--- config.mk ---
export PLATFORM = sky130hd
export DESIGN_NAME = sequenciador_calculadora
export DESIGN_NICKNAME = d
export VERILOG_FILES = /design/src/rtl/sequenciador_calculadora.sv
export SDC_FILE = /design/constraint.sdc
export NUM_CORES = 1
export LEC_CHECK = 0
export CELL_PAD_IN_SITES_DETAIL_PLACEMENT = 0
export CELL_PAD_IN_SITES_GLOBAL_PLACEMENT = 1
export CORE_MARGIN = 2
export CORE_UTILIZATION = 25
export CTS_CLUSTER_SIZE = 14
export DETAILED_ROUTE_END_ITERATION = 7
export PLACE_DENSITY = 0.59
export SLEW_MARGIN = 20
export SYNTH_ARGS = -nofsm -noshare
export SYNTH_HDL_FRONTEND = slang
export SYNTH_SLANG_ARGS = --single-unit
--- constraint.sdc ---
create_clock -name clk -period 1.93 [get_ports clk]
set_input_delay 0.579 -clock clk [delete_from_list [all_inputs] [get_ports clk]]
set_output_delay 0.579 -clock clk [all_outputs]
set_load 0.005 [all_outputs]
--- src/rtl/sequenciador_calculadora.sv ---
// Sequencer in front of the 8-bit combinational calculator. It collects A, B and the code
// as a valid/ready byte stream, holds them on the calculator and returns the registered result.
module sequenciador_calculadora #(
  parameter int ENCADEIA       = 0,
  parameter int TIMEOUT_CICLOS = 0
) (
  input  logic       clk,
  input  logic       rst_n,
  input  logic [7:0] in_dado,
  input  logic       in_valido,
  output logic       in_pronto,
  output logic [7:0] calc_A,
  output logic [7:0] calc_B,
  output logic [2:0] calc_codigo,
  input  logic [7:0] calc_saida,
  output logic [7:0] out_resultado,
  output logic       out_codigo_invalido,
  output logic       out_valido,
  input  logic       out_pronto,
  output logic       erro_timeout
);
  localparam int            CW          = (TIMEOUT_CICLOS > 1) ? $clog2(TIMEOUT_CICLOS) : 1;
  localparam logic [CW-1:0] CNT_MAX     = CW'((TIMEOUT_CICLOS > 0) ? TIMEOUT_CICLOS - 1 : 0);
  localparam bit            TEM_TIMEOUT = (TIMEOUT_CICLOS > 0);
  localparam bit            ENCADEADO   = (ENCADEIA != 0);

  typedef enum logic [2:0] {ESPERA_A, ESPERA_B, ESPERA_COD, CALCULA, ENTREGA} estado_t;

  typedef struct packed {
    logic [7:0] resultado;
    logic       invalido;
  } resp_t;

  estado_t       estado, estado_d;
  logic [7:0]    a_d, b_d;
  logic [2:0]    cod_d;
  logic          flag_q, flag_d;
  resp_t         resp_q, resp_d;
  logic          ov_d, erro_d;
  logic [CW-1:0] cnt, cnt_d;
  logic          in_xfer, out_xfer, cod_ok, ocioso, expira;

  assign in_pronto           = (estado == ESPERA_A) || (estado == ESPERA_B) || (estado == ESPERA_COD);
  assign in_xfer             = in_valido & in_pronto;
  assign out_xfer            = out_valido & out_pronto;
  assign out_resultado       = resp_q.resultado;
  assign out_codigo_invalido = resp_q.invalido;
  assign cod_ok              = (in_dado[7:3] == 5'd0) && (in_dado[2:0] <= 3'b100);

  // Only the B and code waits are guarded; ENTREGA may stall forever.
  assign ocioso = TEM_TIMEOUT && ((estado == ESPERA_B) || (estado == ESPERA_COD)) && !in_valido;
  assign expira = ocioso && (cnt == CNT_MAX);

  always_comb begin
    cnt_d = '0;
    if (ocioso && !expira) cnt_d = cnt + 1'b1;
  end

  always_ff @(posedge clk or negedge rst_n) begin
    if (!rst_n) begin
      estado       <= ESPERA_A;
      calc_A       <= '0;
      calc_B       <= '0;
      calc_codigo  <= '0;
      flag_q       <= 1'b0;
      resp_q       <= '0;
      out_valido   <= 1'b0;
      erro_timeout <= 1'b0;
      cnt          <= '0;
    end else begin
      estado       <= estado_d;
      calc_A       <= a_d;
      calc_B       <= b_d;
      calc_codigo  <= cod_d;
      flag_q       <= flag_d;
      resp_q       <= resp_d;
      out_valido   <= ov_d;
      erro_timeout <= erro_d;
      cnt          <= cnt_d;
    end
  end

  always_comb begin
    estado_d = estado;
    a_d      = calc_A;
    b_d      = calc_B;
    cod_d    = calc_codigo;
    flag_d   = flag_q;
    resp_d   = resp_q;
    ov_d     = out_valido;
    erro_d   = 1'b0;
    case (estado)
      ESPERA_A: begin
        if (in_xfer) begin
          a_d      = in_dado;
          estado_d = ESPERA_B;
        end
      end
      ESPERA_B: begin
        if (in_xfer) begin
          b_d      = in_dado;
          estado_d = ESPERA_COD;
        end else if (expira) begin
          estado_d = ESPERA_A;
          erro_d   = 1'b1;
        end
      end
      ESPERA_COD: begin
        if (in_xfer) begin
          // An illegal code still runs the calculator, on the harmless code 000.
          cod_d    = cod_ok ? in_dado[2:0] : 3'b000;
          flag_d   = !cod_ok;
          estado_d = CALCULA;
        end else if (expira) begin
          estado_d = ESPERA_A;
          erro_d   = 1'b1;
        end
      end
      CALCULA: begin
        resp_d.resultado = calc_saida;
        resp_d.invalido  = flag_q;
        ov_d             = 1'b1;
        estado_d         = ENTREGA;
      end
      ENTREGA: begin
        if (out_xfer) begin
          ov_d = 1'b0;
          if (ENCADEADO) begin
            a_d      = resp_q.resultado;
            estado_d = ESPERA_B;
          end else begin
            estado_d = ESPERA_A;
          end
        end
      end
      default: estado_d = ESPERA_A;
    endcase
  end

  a_ov_held: assert property (@(posedge clk) disable iff (!rst_n)
    out_valido && !out_pronto |=> out_valido && $stable(out_resultado) && $stable(out_codigo_invalido));
  a_excl: assert property (@(posedge clk) disable iff (!rst_n) !(in_pronto && out_valido));
  a_pulse: assert property (@(posedge clk) disable iff (!rst_n) erro_timeout |=> !erro_timeout);

endmodule

# Word level (Yosys, flattened, before mapping)
# Cells that the tools add are included.
# totals
regBits	33
inputBits	20
output_inout_bits	31
# op_classes
n_mux	8
order_cmp	1
n_eq_ne	8
n_reduce_logical	12
n_bitwise	2
# ops
operator	count
$mux W3	5
$pmux W3 S5	1
$ne A2 B2 Y1 const B	4
$reduce_and A2 Y1	4
$eq A3 B2 Y1 const B	2
$logic_not A5 Y1	1
$reduce_and A4 Y1	1
$eq A3 B1 Y1 const B	1
$eq A3 B3 Y1 const B	1
$le A3 B3 Y1 const B	1
$logic_not A3 Y1	1
$and A1 B1 Y1	2
$logic_or A1 B1 Y1	2
$pmux W1 S2	1
$reduce_bool A2 Y1	1
$logic_and A1 B1 Y1	1
$logic_not A1 Y1	1
$mux W1	1

# Logic depth before layout (Yosys ltp)
# Gate-level depths: netlist of run 1.
# logic_depth
depth_word	6
ltp_mapped	5
depth_no_buf	3

# Worst setup path before layout of run 1
# Ideal clock, no wire load.
# synth_path
path_kind	in2reg
startpoint	in in_valido
endpoint	reg calc_A[0]
path_slack_ps	556
path_buffers	0
path_stages	3
t_required_ps	1805
t_arrival_ps	1249
path_cell_list	nand2b_4 > nor3_4 > mux2_2
# synth_via
elab_chain_cells	2
# synth_rtl
element	line	text
start, declared	10	input logic in_valido,
$and A1 B1 Y1	44	assign in_xfer = in_valido & in_pronto;
$reduce_and A2 Y1 (no source line)	--	
end signal, assigned	62	calc_A <= '0;
end signal, assigned	72	calc_A <= a_d;
end, declared	12	output logic [7:0] calc_A,
# Every way passes these cells.
# A chain may end at the register's enable or synchronous reset.

# Worst setup path in the final report of run 1
# layout_path
startpoint	in in_valido
endpoint	reg calc_B[4]
# layout_via
elab_chain_cells	2
# layout_rtl
element	line	text
$and A1 B1 Y1	44	
$reduce_and A2 Y1 (no source line)	--	
end signal, assigned	63	calc_B <= '0;
end signal, assigned	73	calc_B <= b_d;
end, declared	13	output logic [7:0] calc_B,
# Every way passes these cells.

==> results of run 1 <==
worst max-delay path by stage:
| stage | from | to | slack [ns] | cells past startpoint |
|---|---|---|---|---|
| 2_1_floorplan | in_valido | calc_A[0] | 0.56 | 3 |
| 3_3_place_gp | in_valido | calc_B[3] | -0.1 | 4 |
| 3_5_place_dp | in_valido | calc_B[4] | -0.16 | 4 |
| 4_1_cts | out_valido | out_valido | 0.13 | 1 |
| 5_1_grt | in_valido | calc_B[4] | 0.09 | 4 |
| 6_report | in_valido | calc_B[4] | 0.15 | 4 |
cell families after synthesis:
| kind of cell | Yosys count |
|---|---|
| AO/OA/AOI/OAI | 11 |
| AND/OR/NAND/NOR | 20 |
| multiplexers | 25 |
| flip-flops | 33 |
| other | 1 |
| buffers and inverters | 9 |
area by class of cell:
type / instances / area share, %
repair buffers: 55 / 26.2
inverters: 3 / 0.541
clock inverters: 1 / 1.44
well taps: 72 / 4.32
clock buffers: 7 / 4.14
flip-flops and latches: 33 / 39.6
multi-input cells: 57 / 23.7
registers in the layout, indices dropped and copies added (netlist names):
| name | cells |
|---|---|
| calc_codigo | 3 |
| out_codigo_invalido | 1 |
| estado | 3 |
| calc_A | 8 |
| out_resultado | 8 |
| calc_B | 8 |
| flag_q | 1 |
| out_valido | 1 |
stage by stage:
stage	power, W	worst slack, ns
6_report	0.00321	0.150
5_1_grt	0.00345	0.0873
4_1_cts	0.00327	0.135
3_5_place_dp	0.00259	-0.162
3_3_place_gp	0.00254	-0.0963
2_1_floorplan	0.00180	0.556
power by group through the flow:
| stage | sequential (W) | clock (W) | combinational, W |
|---|---|---|---|
| 5_1_grt | 0.00122 | 0.000739 | 0.00150 |
| 3_3_place_gp | 0.00117 | 0 | 0.00137 |
| 6_report | 0.00117 | 0.000667 | 0.00137 |
| 4_1_cts | 0.00118 | 0.000697 | 0.00140 |
| 3_5_place_dp | 0.00119 | 0 | 0.00140 |
| 2_1_floorplan | 0.00119 | 0 | 0.000607 |
layer usage:
layer	vias up	GRT usage, %	part of all wire [%]
li1	454	-	-
met1	482	12.8	41
met2	37	16.9	49
met3	3	5.06	9.6
met4	0	2.63	0.64
met5	-	0	0
cells in the final DEF, fill, tap and decap left out:
cell and instances:
clkdlybuf4s50_1 48, dfrtp_1 33, mux2_2 25, nand2_1 7, clkbuf_8 6, a21oi_1 5
buf_4 5, inv_1 3, nand3b_1 2, nor2_1 2, o31ai_1 2, nand2b_1 2
o41ai_1 2, nand2b_4 1, nor3_4 1, nor2_4 1, nand4bb_1 1, nor3_1 1
a211oi_1 1, nor2b_1 1, o31a_1 1, or3b_2 1, conb_1 1, bufinv_16 1
clkbuf_1 1, dlygate4sd2_1 1, buf_12 1
worst max-delay path: cells and delay by family:
family | cells | cell delay, ns
buffers and inverters | 1 | 0.56
AND/OR/NAND/NOR | 2 | 0.43
multiplexers | 1 | 0.37
==> impl_metrics.env, run 1 <==
export IMPL_nFillCells=559
export IMPL_grt_pass1_vias=1023
export IMPL_status="finished clean"
export IMPL_cts_buffer_depth=2
export IMPL_p_seq_share_pct=36.6
export IMPL_synth_ff_type="dfrtp_1"
export IMPL_yosysTopAreaCell="dfrtp_1"
export IMPL_clockPowerShare_pct=20.8
export IMPL_synth_xor_area_share_pct=0
export IMPL_dieArea_sq_mm=0.00612
export IMPL_ant_nets=0
export IMPL_fin_crit_sh_pct=92.2
export IMPL_antenna_found_initial=0
export IMPL_postCtsHoldBufs=0
export IMPL_ctsResizeCount=1
export IMPL_cpMaxStageDelayCell="clkdlybuf4s50_1"
export IMPL_path_cells="clkdlybuf4s50_1 -> nand3b_1 -> nor2_4 -> mux2_2"
export IMPL_htree_levels=2
export IMPL_layout_nets=175
export IMPL_clk_pin_slew_worst_paths_ns=0.07
export IMPL_ioPinCount=51
export IMPL_hold_class="reg -> reg"
export IMPL_final_layout_size_suffix_gt1_share_pct=26.9
export IMPL_antennaDiodeCount=0
export IMPL_multi_input_area_sq_um=493
export IMPL_crit_required_ns=2.09
export IMPL_skew_ns=0.00477
export IMPL_postLayoutCoreUtil_pct=38.5
export IMPL_rows=27
export IMPL_maxCapViolCount=0
export IMPL_die_y_microns=78.2
export IMPL_cp_arrival_ns=1.94
export IMPL_synth_simple_area_share_pct=9.72
export IMPL_grt_first_pass_wirelength_microns=5020
export IMPL_synth_area_sq_mm=0.00138
export IMPL_yosysTopAreaCellShare_pct=59.9
export IMPL_fin_crit_ns=1.78
export IMPL_maxClockFrequency_mhz=562
export IMPL_area_growth_pct=51.2
export IMPL_clk_latency_ns=0.28
export IMPL_layout_cells_non_filler=228
export IMPL_synth_fa_ha_area_share_pct=0
export IMPL_syn_avg_cell_area_sq_um=13.9
export IMPL_fin_tns_setup_ns=0
export IMPL_combPwrFrac_pct=42.7
export IMPL_r2r_cells=4
export IMPL_vias=976
export IMPL_ys_types=24
export IMPL_rrSetupSlack_ns=0.41
export IMPL_synth_compound_area_share_pct=5.36
export IMPL_path_class="in -> reg"
export IMPL_whs_path_depth=2
export IMPL_cts_root_buf="clkbuf_8"
export IMPL_holdWs_ns=0.490
export IMPL_grt_overflow=0
export IMPL_setup_viol=0
export IMPL_cts_buffers=5
export IMPL_synthesis_nets=119
export IMPL_p_switching_w=0.000850
export IMPL_worst_path_largest_cell_delay_ns=0.56
export IMPL_reg2reg_from="estado[1]"
export IMPL_min_from="calc_codigo[2]"
export IMPL_grt_max_degree=34
export IMPL_whs_endpoint="calc_codigo[2]"
export IMPL_cts_tree="done"
export IMPL_ff_latch_area_sq_um=826
export IMPL_wl_per_cell_microns=13.1
export IMPL_cp_max_fo=8
export IMPL_yosysSeqAreaShare_pct=59.9
export IMPL_drc_errors=0
export IMPL_yosysWarningCount=0
export IMPL_finalHoldViolCount=0
export IMPL_synthCells=99
export IMPL_post_cts_setup_buffer_count=0
export IMPL_synth_top_family_by_area="multiplexers"
export IMPL_synthMuxAreaShare_pct=20.4
export IMPL_powerDensity_mw_per_mm2=1540
export IMPL_viasPerCell=4.28
export IMPL_rsz0062_at_grt="no"
export IMPL_reg2reg_to="calc_B[4]"
export IMPL_core_area_sq_mm=0.00541
export IMPL_initial_utilization_pct=25.5
export IMPL_routed_wl_microns=2990
export IMPL_placed_area_sq_mm=0.00197
export IMPL_ys_ff_latch=33
export IMPL_place_congestion=0.723
export IMPL_irDropWorstVdd_mv=0.592
export IMPL_drtIter0Drc=22
export IMPL_port_buffers=49
export IMPL_placedCellCount=220
export IMPL_slew_viol_final=0
export IMPL_leakage_nw=0.850
export IMPL_synthTopCellsByCount="dfrtp_1, mux2_2, nand2_1"
export IMPL_dpl_hpwl_microns=2180
export IMPL_grt_use_total_pct=10.6
export IMPL_switching_share_pct=26.5
export IMPL_p_int_w=0.00236
export IMPL_synthArstFlopShare_pct=100
export IMPL_final_cell_area_sq_mm=0.00208
export IMPL_synth_most_common_cell="dfrtp_1"
export IMPL_synth_area_top_cells="dfrtp_1, mux2_2, nand2_1, a21oi_1, buf_6"
export IMPL_cts_sinks=33
export IMPL_critPathLaunchType="primary input"
export IMPL_die_w_microns=78.2
export IMPL_drtPass1Iterations=4
export IMPL_crit_path_end_kind="flip-flop"
export IMPL_synth_edf_count=0
No activity file was read; power rests on OpenSTA's default activity.
==> run 2: changes to the inputs <==
SKIP_CTS_REPAIR_TIMING = 1   (was not set)
==> run 2 against run 1 <==
Total power rose by 0.16%. Sequential share of layout area fell by 0.071 points. Utilization rose by 0.069 points. Die area did not move. Sequential cell count did not move. Sequential power barely moved. Combinational power barely moved. Fmax did not move. Cell count did not move.
==> impl_metrics.env, run 2 (synthesized netlist as in run 1, its figures left out) <==
export IMPL_dpl_hpwl_microns=2180
export IMPL_switching_share_pct=26.5
export IMPL_clockPowerShare_pct=20.8
export IMPL_reg2reg_to="calc_B[4]"
export IMPL_core_area_sq_mm=0.00541
export IMPL_die_y_microns=78.2
export IMPL_crit_end="calc_B[4]"
export IMPL_grt_overflow=0
export IMPL_final_cell_area_sq_mm=0.00209
export IMPL_status="finished clean"
export IMPL_dieArea_sq_mm=0.00612
export IMPL_p_switching_w=0.000850
export IMPL_p_seq_share_pct=36.5
export IMPL_drtPass1Iterations=4
export IMPL_critPathLaunchType="primary input"
export IMPL_ant_nets=0
export IMPL_cp_startpoint="in_valido"
export IMPL_grt_use_total_pct=10.5
export IMPL_layout_nets=175
export IMPL_port_buffers=49
export IMPL_p_int_w=0.00236
export IMPL_reg2reg_from="estado[1]"
export IMPL_maxClockFrequency_mhz=562
export IMPL_place_congestion=0.723
export IMPL_slew_viol_final=0
export IMPL_crit_required_ns=2.09
export IMPL_drtIter0Drc=22
export IMPL_cpMaxStageDelayCell="clkdlybuf4s50_1"
export IMPL_grt_max_degree=34
export IMPL_htree_levels=2
export IMPL_grt_first_pass_wirelength_microns=5010
export IMPL_cp_max_fo=8
export IMPL_irDropWorstVdd_mv=0.592
export IMPL_ff_latch_area_sq_um=826
export IMPL_wl_per_cell_microns=13.1
export IMPL_skew_ns=0.00477
export IMPL_clk_pin_slew_worst_paths_ns=0.07
export IMPL_initial_utilization_pct=25.5
export IMPL_crit_family="buffers and inverters"
export IMPL_cp_arrival_ns=1.94
export IMPL_final_layout_size_suffix_gt1_share_pct=26.9
export IMPL_crit_path_end_kind="flip-flop"
export IMPL_multi_input_area_sq_um=493
export IMPL_final_cell_mix="clkdlybuf4s50_1, dfrtp_1, mux2_2, nand2_1, clkbuf_8"
export IMPL_rsz0062_at_grt="no"
export IMPL_cts_sinks=33
export IMPL_timing_critical_path_buf_inv=1
export IMPL_antennaDiodeCount=0
export IMPL_clk_latency_ns=0.28
export IMPL_cts_buffer_depth=2
export IMPL_timing_final_ws_setup_ns=0.150
export IMPL_viasPerCell=4.28
export IMPL_nFillCells=557
export IMPL_placed_area_sq_mm=0.00197
export IMPL_rows=27
export IMPL_rrSetupSlack_ns=0.41
export IMPL_layout_commonest_cell="clkdlybuf4s50_1"
export IMPL_cts_root_buf="clkbuf_8"
export IMPL_die_w_microns=78.2
export IMPL_hold_class="reg -> reg"
export IMPL_path_class="in -> reg"
export IMPL_path_cells="clkdlybuf4s50_1 -> nand3b_1 -> nor2_4 -> mux2_2"
export IMPL_cts_tree="done"
export IMPL_fin_crit_sh_pct=92.2
export IMPL_finalHoldViolCount=0
export IMPL_combPwrFrac_pct=42.7
export IMPL_worst_path_stages=4
export IMPL_worst_path_largest_cell_delay_ns=0.56
export IMPL_place_ws_ns=-0.162
export IMPL_maxCapViolCount=0
export IMPL_grt_pass1_vias=1023
export IMPL_fin_crit_ns=1.78
export IMPL_area_growth_pct=51.5
export IMPL_routed_wl_microns=2990
export IMPL_vias=976
export IMPL_drc_errors=0
export IMPL_r2r_cells=4
export IMPL_ioPinCount=51
export IMPL_leakage_nw=0.854
export IMPL_antenna_found_initial=0
export IMPL_powerDensity_mw_per_mm2=1540
export IMPL_cts_buffers=5
export IMPL_setup_viol=0
==> run 2: area by class of cell <==
cell class	count	share of cell area, %
well taps	72	4.32
repair buffers	55	26.4
clock buffers	7	4.14
flip-flops and latches	33	39.6
inverters	3	0.540
multi-input cells	57	23.6
clock inverters	1	1.44
==> run 2: per-stage QoR <==
| stage | instances | util, % | total power (W) | hold WS (ns) | setup TNS, ns |
|---|---|---|---|---|---|
| floorplan | 99 | - | 0.00180 | 0.283 | 0 |
| global placement | 220 | 36.4 | 0.00254 | 0.467 | -0.982 |
| detailed placement | 220 | 36.4 | 0.00259 | 0.472 | -1.60 |
| CTS | 228 | 38.6 | 0.00328 | 0.498 | -0.0104 |
| global route | 228 | 38.6 | 0.00346 | 0.519 | 0 |
| finish | 228 | 38.6 | 0.00321 | 0.490 | 0 |
==> run 2: how the worst min path moves through the flow <==
stage | from | slack (ns) | cells past startpoint | endpoint
finish | calc_codigo[2] | 0.49 | 2 | calc_codigo[2]
global route | calc_codigo[2] | 0.52 | 2 | calc_codigo[2]
CTS | calc_codigo[2] | 0.50 | 2 | calc_codigo[2]
detailed placement | calc_codigo[2] | 0.47 | 2 | calc_codigo[2]
global placement | calc_codigo[2] | 0.47 | 2 | calc_codigo[2]
floorplan | rst_n | 0.28 | 0 | calc_A[0]
==> run 2: power by group through the flow <==
stage / registers (W) / clock network (W) / logic, W
floorplan: 0.00119 / 0 / 0.000607
global route: 0.00122 / 0.000739 / 0.00150
global placement: 0.00117 / 0 / 0.00137
CTS: 0.00118 / 0.000697 / 0.00141
finish: 0.00117 / 0.000667 / 0.00137
detailed placement: 0.00119 / 0 / 0.00140
==> run 2: tightest hold or removal path, stage by stage (launching register included) <==
cell,delay (ns)
dfrtp_1,0.35
nand2_1,0.05
o31ai_1,0.05
==> run 2: layer usage <==
metal / up-vias / share of wire (%) / track usage [%]
li1: 454 / - / -
met1: 482 / 41 / 12.7
met2: 37 / 49 / 16.9
met3: 3 / 9.6 / 5.06
met4: 0 / 0.64 / 2.63
met5: - / 0 / 0
